**src/rtl/boot_loader_if.sv**
```systemverilog
// Bus bundle between a boot-stream source and the boot loader: byte input
// handshake, reload request, RAM write port and status flags.
interface boot_loader_if #(
    parameter int ADDR_WIDTH = 16,
    parameter int DATA_WIDTH = 8
);
    logic                  in_valid;
    logic [DATA_WIDTH-1:0] in_data;
    logic                  in_ready;
    logic                  reload;
    logic [ADDR_WIDTH-1:0] mem_addr;
    logic [DATA_WIDTH-1:0] mem_wdata;
    logic                  mem_we;
    logic                  cpu_hold;
    logic                  done;
    logic                  error;

    modport master (
        output in_valid, in_data, reload,
        input  in_ready, mem_addr, mem_wdata, mem_we, cpu_hold, done, error
    );

    modport slave (
        input  in_valid, in_data, reload,
        output in_ready, mem_addr, mem_wdata, mem_we, cpu_hold, done, error
    );
endinterface

```
**src/rtl/boot_loader.sv**
```systemverilog
// Boot-stream loader: parses [len_hi, len_lo, payload..., checksum], writes the
// payload to RAM from address 0 and releases the CPU only on a good checksum.
module boot_loader #(
    parameter int ADDR_WIDTH = 16,
    parameter int DATA_WIDTH = 8,
    parameter int LOAD_DEPTH = 256
) (
    input logic          clk,
    input logic          reset,
    boot_loader_if.slave bus
);
    typedef enum logic [2:0] {
        LEN_HI,
        LEN_LO,
        DATA,
        CSUM,
        DONE,
        ERROR
    } state_t;

    state_t                state_reg, state_next;
    logic [15:0]           length_reg, length_next;
    logic [15:0]           pointer_reg, pointer_next;
    logic [DATA_WIDTH-1:0] sum_reg, sum_next;
    logic [ADDR_WIDTH-1:0] addr_reg, addr_next;
    logic [DATA_WIDTH-1:0] wdata_reg, wdata_next;
    logic                  we_reg, we_next;
    logic                  accept;
    logic [15:0]           length_full;

    assign bus.in_ready = (state_reg == LEN_HI) || (state_reg == LEN_LO) ||
                          (state_reg == DATA)   || (state_reg == CSUM);
    assign accept       = bus.in_valid && bus.in_ready;
    // Complete length as it will be once the low byte is taken this cycle.
    assign length_full  = {length_reg[15:8], bus.in_data[7:0]};

    always_comb begin
        state_next   = state_reg;
        length_next  = length_reg;
        pointer_next = pointer_reg;
        sum_next     = sum_reg;
        addr_next    = addr_reg;
        wdata_next   = wdata_reg;
        we_next      = 1'b0;
        case (state_reg)
            LEN_HI: begin
                if (accept) begin
                    length_next[15:8] = bus.in_data[7:0];
                    state_next        = LEN_LO;
                end
            end
            LEN_LO: begin
                if (accept) begin
                    length_next  = length_full;
                    sum_next     = '0;
                    pointer_next = '0;
                    if (int'(length_full) > LOAD_DEPTH) begin
                        state_next = ERROR;
                    end else if (length_full == 16'd0) begin
                        state_next = CSUM;
                    end else begin
                        state_next = DATA;
                    end
                end
            end
            DATA: begin
                if (accept) begin
                    addr_next    = ADDR_WIDTH'(pointer_reg);
                    wdata_next   = bus.in_data;
                    we_next      = 1'b1;
                    sum_next     = sum_reg + bus.in_data;
                    pointer_next = pointer_reg + 16'd1;
                    if (pointer_reg == length_reg - 16'd1) begin
                        state_next = CSUM;
                    end
                end
            end
            CSUM: begin
                if (accept) begin
                    state_next = (bus.in_data == sum_reg) ? DONE : ERROR;
                end
            end
            DONE, ERROR: begin
                if (bus.reload) begin
                    state_next = LEN_HI;
                end
            end
            default: state_next = LEN_HI;
        endcase
    end

    // Async reset also kills a write pulse registered on the previous edge.
    always_ff @(posedge clk or posedge reset) begin
        if (reset) begin
            state_reg   <= LEN_HI;
            length_reg  <= '0;
            pointer_reg <= '0;
            sum_reg     <= '0;
            addr_reg    <= '0;
            wdata_reg   <= '0;
            we_reg      <= 1'b0;
        end else begin
            state_reg   <= state_next;
            length_reg  <= length_next;
            pointer_reg <= pointer_next;
            sum_reg     <= sum_next;
            addr_reg    <= addr_next;
            wdata_reg   <= wdata_next;
            we_reg      <= we_next;
        end
    end

    assign bus.mem_addr  = addr_reg;
    assign bus.mem_wdata = wdata_reg;
    assign bus.mem_we    = we_reg;
    assign bus.cpu_hold  = (state_reg != DONE);
    assign bus.done      = (state_reg == DONE);
    assign bus.error     = (state_reg == ERROR);
endmodule

```
**src/flat_wrapper.sv**
```systemverilog
// flat-port wrapper written by rule: the top's interface ports become plain ports
module boot_loader_flat 
#(
    parameter int ADDR_WIDTH = 16,
    parameter int DATA_WIDTH = 8,
    parameter int LOAD_DEPTH = 256
)
  (clk, reset, bus_in_valid, bus_in_data, bus_reload, bus_in_ready, bus_mem_addr, bus_mem_wdata, bus_mem_we, bus_cpu_hold, bus_done, bus_error);
  boot_loader_if #(.ADDR_WIDTH(ADDR_WIDTH), .DATA_WIDTH(DATA_WIDTH)) bus_i ();
  input logic clk;
  input logic reset;
  input wire logic [$bits(bus_i.in_valid)-1:0] bus_in_valid;
  input wire logic [$bits(bus_i.in_data)-1:0] bus_in_data;
  input wire logic [$bits(bus_i.reload)-1:0] bus_reload;
  output wire logic [$bits(bus_i.in_ready)-1:0] bus_in_ready;
  output wire logic [$bits(bus_i.mem_addr)-1:0] bus_mem_addr;
  output wire logic [$bits(bus_i.mem_wdata)-1:0] bus_mem_wdata;
  output wire logic [$bits(bus_i.mem_we)-1:0] bus_mem_we;
  output wire logic [$bits(bus_i.cpu_hold)-1:0] bus_cpu_hold;
  output wire logic [$bits(bus_i.done)-1:0] bus_done;
  output wire logic [$bits(bus_i.error)-1:0] bus_error;
  assign bus_i.in_valid = bus_in_valid;
  assign bus_i.in_data = bus_in_data;
  assign bus_i.reload = bus_reload;
  assign bus_in_ready = bus_i.in_ready;
  assign bus_mem_addr = bus_i.mem_addr;
  assign bus_mem_wdata = bus_i.mem_wdata;
  assign bus_mem_we = bus_i.mem_we;
  assign bus_cpu_hold = bus_i.cpu_hold;
  assign bus_done = bus_i.done;
  assign bus_error = bus_i.error;
  boot_loader #(.ADDR_WIDTH(ADDR_WIDTH), .DATA_WIDTH(DATA_WIDTH), .LOAD_DEPTH(LOAD_DEPTH)) u_core (.clk(clk), .reset(reset), .bus(bus_i));
endmodule
```
**config.mk**
```make
export PLATFORM = sky130hd
export DESIGN_NAME = boot_loader_flat
export DESIGN_NICKNAME = d
export VERILOG_FILES = /design/src/rtl/boot_loader_if.sv /design/src/rtl/boot_loader.sv /design/src/flat_wrapper.sv
export SDC_FILE = /design/constraint.sdc
export NUM_CORES = 1
export LEC_CHECK = 0
export CAP_MARGIN = 0
export CORE_MARGIN = 4
export CORE_UTILIZATION = 52
export CTS_BUF_LIST = sky130_fd_sc_hd__clkbuf_8
export CTS_CLUSTER_DIAMETER = 80
export DETAILED_ROUTE_END_ITERATION = 16
export PLACE_DENSITY = 0.8
export SYNTH_ARGS = -nofsm -noshare
export SYNTH_HDL_FRONTEND = slang
export SYNTH_SLANG_ARGS = --single-unit
```
**constraint.sdc**
```tcl
create_clock -name clk -period 3.5 [get_ports clk]
set_input_delay 0.525 -clock clk [delete_from_list [all_inputs] [get_ports clk]]
set_output_delay 0.525 -clock clk [all_outputs]
set_load 0.05 [all_outputs]
```
Yosys cells after proc, flatten, opt, wreduce, memory -nomap -nowiden
Index checks and enable logic that the tools add are counted.
{"block": "classes", "order_cmp": 1, "eq_ne": 14, "n_bitwise": 1, "n_reduce_logical": 13, "mux": 20, "add_sub_neg": 3}
{"op": "$mux 16", "count": 2}
{"op": "$pmux 16 s2", "count": 1}
{"op": "$pmux 8 s2", "count": 2}
{"op": "$mux 8", "count": 3}
{"op": "$mux 3", "count": 7}
{"op": "$add 16x1->16 const B", "count": 1}
{"op": "$eq 16x16->1", "count": 1}
{"op": "$gt 16x9->1 const B", "count": 1}
{"op": "$logic_not 16->1", "count": 1}
{"op": "$sub 16x1->16 const B", "count": 1}
{"op": "$pmux 3 s5", "count": 1}
{"op": "$add 8x8->8", "count": 1}
{"op": "$eq 8x8->1", "count": 1}
{"op": "$ne 2x1->1 const B", "count": 4}
{"op": "$eq 3x2->1 const B", "count": 2}
{"op": "$eq 3x3->1 const B", "count": 2}
{"op": "$reduce_and 3->1", "count": 2}
{"op": "$reduce_and 6->1", "count": 1}
{"op": "$mux 1", "count": 4}
{"op": "$ne 2x2->1 const B", "count": 2}
{"op": "$reduce_and 2->1", "count": 2}
{"op": "$eq 3x1->1 const B", "count": 1}
{"op": "$logic_not 3->1", "count": 1}
{"op": "$logic_or 1x1->1", "count": 3}
{"op": "other kinds (5)", "count": 5}
{"block": "totals", "out_inout_bits": 29, "elab_cells": 60, "ff_bits": 68, "in_bits": 12}

Depth between registers and ports, before layout
Gate-level depths: netlist of the first run.
{"block": "depth", "ltp_word": 7, "ltp_mapped": 8, "ltp_nobuf": 8}

Least setup slack after synthesis of the first run
OpenSTA, ideal clock, no wires.
{"block": "synth_path", "kind": "reg2reg", "startpoint": "reg u_core.length_reg[0]", "endpoint": "reg u_core.state_reg[0]", "setup_ps": 76, "path_slack_ps": 1296, "t_required_ps": 3424, "path_stages_with_launch": 9, "n_path_buf": 0, "arrival_ps": 2127, "period_less_slack_ps": 2204, "cell_sequence": "dfrtp_1 > inv_1 > ha_1 > or4b_4 > or3b_2 > xnor2_1 > a211oi_1 > nand4_1 > o21ai_1"}
{"block": "synth_between", "elab_chain_len": 4}
{"item": "start, declared", "line": "boot_loader.sv:22", "rtl": "logic [15:0] length_reg, length_next;"}
{"item": "start signal, assigned", "line": "boot_loader.sv:104", "rtl": "length_reg <= length_next;"}
{"item": "$sub 16x1->16", "line": "boot_loader.sv:73", "rtl": "if (pointer_reg == length_reg - 16'd1) begin"}
{"item": "$eq 16x16->1", "line": "boot_loader.sv:73"}
{"item": "$ne 2x2->1 (no source line)"}
{"item": "$reduce_and 6->1 (no source line)"}
{"item": "end signal, assigned", "line": "boot_loader.sv:103", "rtl": "state_reg <= state_next;"}
{"item": "end, declared", "line": "boot_loader.sv:21", "rtl": "state_t state_reg, state_next;"}
No other way between the ends.
A chain may end at the register's enable or synchronous reset.

Worst setup path in the final report of the first run
{"block": "layout_path", "startpoint": "reg u_core.state_reg[1]", "endpoint": "out bus_done"}
{"block": "layout_between", "elab_chain_len": 1}
{"item": "$eq 3x3->1", "line": "boot_loader.sv:117", "rtl": "assign bus.done = (state_reg == DONE);"}
{"item": "end, declared", "line": "flat_wrapper.sv:20", "rtl": "output wire logic [$bits(bus_i.done)-1:0] bus_done;"}
No other way between the ends.

==> results of run 1 <==
[synthesized netlist by cell type (3+ instances only)]
master and instances:
nor2_1 30, or3_1 5, or4_1 3, a22o_1 7, nand3_1 11, xnor2_1 24, a211oi_1 3, o31ai_1 3
dfrtp_1 68, mux2_2 38, and3_1 3, ha_1 9, nand2_1 17, inv_1 8, nand4_1 9, a31oi_1 3
clkbuf_1 6, o21ai_0 11, buf_2 6, nor3_1 7, a21oi_1 9, nor3_2 3, xor2_1 15
[power groups by stage]
stage                     clock [mW]  combinational [mW]  sequential, mW
final                          0.806               0.887            1.10
after global routing           0.865               0.959            1.12
after CTS                      0.818               0.890            1.10
after detailed placement           0               0.880            1.11
after global placement             0               0.857            1.10
after floorplan                    0               0.637            1.09
[worst max-delay path, cell delays in order, from the launching register on]
cell and delay (ns):
dfrtp_1 0.51, nand2b_1 0.25, nand2b_1 0.18, inv_1 0.06, clkdlybuf4s50_1 0.79
[stage by stage]
step | utilization | instance area (sq um)
floorplan | - | 3566
global placement | 0.6232 | 4048
detailed placement | 0.6232 | 4048
CTS | 0.6617 | 4298
global route | 0.6617 | 4298
finish | 0.6617 | 4298
[per-layer routing]
layer,vias up,track usage
met5,-,0
met4,0,0.08417
met3,19,0.04750
met2,71,0.3329
met1,1330,0.2757
li1,1254,-
[how the worst min path moves through the flow]
stage,start,end,cells after the start
after CTS,u_core.bus.mem_addr[15],u_core.bus.mem_addr[15],1
after global routing,u_core.bus.mem_wdata[1],u_core.bus.mem_wdata[1],1
after detailed placement,u_core.bus.mem_wdata[1],u_core.bus.mem_wdata[1],1
final,u_core.bus.mem_addr[14],u_core.bus.mem_addr[14],1
after floorplan,u_core.sum_reg[2],u_core.sum_reg[2],2
after global placement,u_core.bus.mem_wdata[7],u_core.bus.mem_wdata[7],1
[kinds of logic after synthesis]
family / after synthesis / synth area share
adders and majority gates: 10 / 0.03719
AOI/OAI and AO/OA: 47 / 0.08737
buffers and inverters: 21 / 0.02526
xor gates and xnor gates: 40 / 0.1004
and+or+nand+nor: 101 / 0.1498
DFF: 68 / 0.4772
muxes: 39 / 0.1228
[cell type report]
type	instances	area share
inverter	8	0.006987
clock buffer	11	0.03523
timing repair buffer	45	0.1019
sequential	68	0.3959
tap	77	0.02242
multi-input combinational	237	0.4146
clock inverter	5	0.02300
==> results.toml, run 1 <==
[status]
status = "finished clean"

[global_route]
grt_overflow = 0
grt_max_degree = 69
grt_antenna_before_repair = 0
grt_pass1_wl_mm = 13.70
grt_use_total = 0.2088
first_global_vias = 2766

[placed_design]
place_inst = 435
pre_cts_slack_ns = 0.6736
gp_congestion = 0.8368
dp_hpwl_mm = 5.559
io_buffers = 40

[clock_network]
post_cts_buffers = 0
cts_hold_buf = 0
clk_pin_slew_ns = 0.07
tritoncts = "done"
cts_buffers = 9
clockBufferDepth = 2
htree_levels = 3
clock_sinks = 68
cts_resized = 0
worstSkewPairLatency_ns = 0.35
cts-root-buf = "clkbuf_8"

[run]
maxCapViolCount = 0

[critical_path]
reg2regPathDepth = 8
timing.rr.end = "u_core.state_reg[0]"
worst-path-max-fanout = 8
worstSetupStartpoint = "u_core.state_reg[1]"
rr_startpoint = "u_core.length_reg[0]"
critPathArrivalTime_ns = 2.13
rrSetupSlack_ns = 0.96
crit_required_ns = 2.97
critPathKind = "reg2out"
cp-start-kind = "flip-flop"
crit_path_end = "bus_done"
critPathCaptureType = "output pin"

[synthesis]
synth_nets = 348
synth_top_area_cell = "dfrtp_1"
synth-edff-count = 0
synth_area_sq_um = 3566
synth_area_per_cell_sq_um = 10.94
syn_inst = 326
yosysSeqAreaShare = 0.4772
synth_flop_cell = "dfrtp_1"
ys_seq_elements = 68
yosysUniqueCellTypes = 47
netlist_top_cells_area = "dfrtp_1 48%, mux2_2 12%, xnor2_1 5.9%, xor2_1 3.7%, ha_1 3.2%"
async_flop_share = 1.000
yosys_warnings = 0
synth_top_area_frac = 0.4772

[timing]
timing.final.crit_share = 0.7593
slew_viol_final = 0
finClkSkew_ns = 0.008750
slew_headroom = 0.4285
fmax_ghz = 0.3763
holdWs_ns = 0.5057
tightestPinTransition_ns = 0.8572
rsz0062_at_grt = "no"
hold_viol = 0
fin_setup_tns_ns = 0
period_needed_ns = 2.658
finalSetupViolations = 0
layout_setup_ws_ns = 0.8424

[routing]
wl_per_cell_um = 17.38
dr_wl_met3_um = 370
wirelength_mm = 7.838
vias = 2674
viasPerCell = 5.929
dr.first_iter.drc_count = 166
wl_met2_mm = 3.827
final_antenna_net_count = 0
topRoutingLayerUsed = "met4"
firstDrtPassIters = 4
met1_length_mm = 3.463
drc = 0

[power_and_ir_drop]
total_power_mw = 2.793
switchingPower_uw = 988.5
power_density_nw_per_um2 = 649.9
p_comb_frac = 0.318
intPower_mw = 1.805
clkPwrFrac = 0.288
power_leakage_nw = 1.892
irDropWorstVdd_mv = 0.3927
sw_frac_of_total = 0.3539
seqPwrFrac = 0.394

[cells_and_area]
fill_cells = 487
multi_input_area_sq_um = 1782
ff_latch_area_sq_um = 1702
final_nets = 391
layout_common_cells = "68 x dfrtp_1, 40 x clkdlybuf4s50_1, 38 x mux2_2"
instances_no_fill = 451
area_delta_synth_final_pct = 20.53
diodes = 0
final_common_cell = "dfrtp_1"
drive_above_1_share = 0.1872

[die]
core_area_sq_um = 6495
dieArea_sq_um = 8246
fp-row-count = 29
die_h_um = 90.81
die_x_um = 90.81
start_util = 0.5490
ioPinCount = 41

[hold_path]
min_path_type = "reg2reg"
(Power assumes the default switching activity.)
==> run 2, diff against run 1 <==
clock period = 2.6 ns   (was 3.5 ns; I/O delays follow)
==> run 2 against run 1 <==
Combinational power rose by 38%. Final cell count rose by 1.8%. Register-to-register slack lost 0.76 ns. Utilization down 0.12 points. Largest power group unchanged.
==> results.toml, run 2 (synthesized netlist as in run 1, its figures left out) <==
[status]
status = "finished clean"

[hold_path]
min_path_type = "in2async"

[critical_path]
crit_required_ns = 2.21
worst-path-max-fanout = 8
path_delay_family = "buffers and inverters"
cp_common_cell = "nand2b_1"
cp-start-kind = "flip-flop"
critPathKind = "reg2out"
critPathSlowestCell = "clkdlybuf4s50_1"
path_cells = "nand2b_1 > nand2b_1 > clkdlybuf4s50_1"
critPathArrivalTime_ns = 2.08
cp_num_buf_inv = 1
critPathCaptureType = "output pin"
critPathMaxStageDelay_ns = 0.81

[timing]
tightestPinTransition_ns = 0.5296
slew_headroom = 0.6464
slew_viol_final = 0
finClkSkew_ns = 0.01027
finalSetupViolations = 0
period_needed_ns = 2.466
hold_viol = 0
timing.final.crit_share = 0.9484
rsz0062_at_grt = "no"
fin_setup_tns_ns = 0
layout_setup_ws_ns = 0.1342
fmax_ghz = 0.4056

[routing]
drc = 0
dr.first_iter.drc_count = 152
wl_per_cell_um = 16.63
viasPerCell = 5.776
firstDrtPassIters = 4
wirelength_mm = 7.632
vias = 2651
final_antenna_net_count = 0

[power_and_ir_drop]
switchingPower_mw = 1.300
power_density_nw_per_um2 = 799.3
intPower_mw = 2.129
irDropWorstVdd_mv = 0.6403
sw_frac_of_total = 0.3791
power_leakage_nw = 1.924
p_comb_frac = 0.355
seqPwrFrac = 0.428
clkPwrFrac = 0.216
total_power_mw = 3.429

[cells_and_area]
final_nets = 399
final_cell_area_sq_um = 4290
drive_above_1_share = 0.1990
instances_no_fill = 459
diodes = 0
area_delta_synth_final_pct = 20.32
final_common_cell = "dfrtp_1"
layout_common_cells = "68 x dfrtp_1, 39 x clkdlybuf4s50_1, 38 x mux2_2"

[global_route]
grt_overflow = 0
first_global_vias = 2682
grt_antenna_before_repair = 0
grt_use_total = 0.1996
grt_pass1_wl_mm = 13.26
grt_max_degree = 45

[clock_network]
clock_sinks = 68
clockBufferDepth = 2
cts-root-buf = "clkbuf_8"
cts_buffers = 9
cts_hold_buf = 0
htree_levels = 3
tritoncts = "done"
worstSkewPairLatency_ns = 0.34
clk_pin_slew_ns = 0.07

[run]
maxCapViolCount = 0

[die]
core_area_sq_um = 6495
fp-row-count = 29
ioPinCount = 41
die_h_um = 90.81
die_x_um = 90.81
dieArea_sq_um = 8246
start_util = 0.5490

[placed_design]
pre_cts_slack_ns = 0.02610
place_inst = 443
dp_hpwl_mm = 5.480
place_area_sq_um = 4120
gp_congestion = 0.9143
io_buffers = 40
-- run 2: power groups by stage --
stage	logic, mW	registers (mW)	clock network, mW
detailed placement	1.21	1.49	0
floorplan	0.857	1.47	0
global route	1.33	1.50	0.816
CTS	1.21	1.47	0.758
finish	1.22	1.47	0.741
global placement	1.17	1.47	0
-- run 2: worst register-to-register path: stages (launching register included) --
cell and delay (ns):
dfrtp_1 0.42, inv_1 0.09, ha_1 0.24, or4b_4 0.53, or3b_2 0.47, xnor2_1 0.16, a211oi_2 0.17, nand4_1 0.13
o21ai_1 0.14
-- run 2: cell type report --
type,instances,area (sq um)
Fill cell,517,2205
Multi-Input combinational cell,237,1787
Sequential cell,68,1702
Timing Repair Buffer,53,513.0
Clock buffer,10,137.6
Tap cell,77,96.34
Inverter,8,30.03
Clock inverter,6,25.02
-- run 2: repair_timing --
item                       4_1_cts  5_1_grt
setup endpoints to repair        0        2
resized for setup                0        2
setup buffers                    0        0
-- run 2: per-layer routing --
layer	routed length [um]	part of all wire	up-vias	GRT usage
li1	-	-	1268	-
met1	3546	0.46	1311	0.2741
met2	3658	0.48	62	0.3187
met3	341	0.045	10	0.04333
met4	87	0.011	0	0.05779
met5	0	0	-	0
-- run 2: stage by stage --
step	utilization	hold slack [ns]
2_1_floorplan	-	0.4473
3_3_place_gp	0.6344	0.4772
3_5_place_dp	0.6344	0.4950
4_1_cts	0.6594	0.4231
5_1_grt	0.6606	0.4488
6_report	0.6606	0.4126
-- run 2: worst paths after layout --
check / slack, ns / startpoint / to / cells past startpoint
max: 0.13 / u_core.state_reg[1] / bus_cpu_hold / 3
min: 0.41 / reset / u_core.bus.mem_addr[5] / 2
max reg2reg: 0.20 / u_core.length_reg[0] / u_core.state_reg[0] / 8
min reg2reg: 0.50 / u_core.bus.mem_wdata[7] / u_core.bus.mem_wdata[7] / 1
max in group asynchronous: 1.57 / reset / u_core.length_reg[11] / 3
min in group clk: 0.50 / u_core.bus.mem_wdata[7] / u_core.bus.mem_wdata[7] / 1
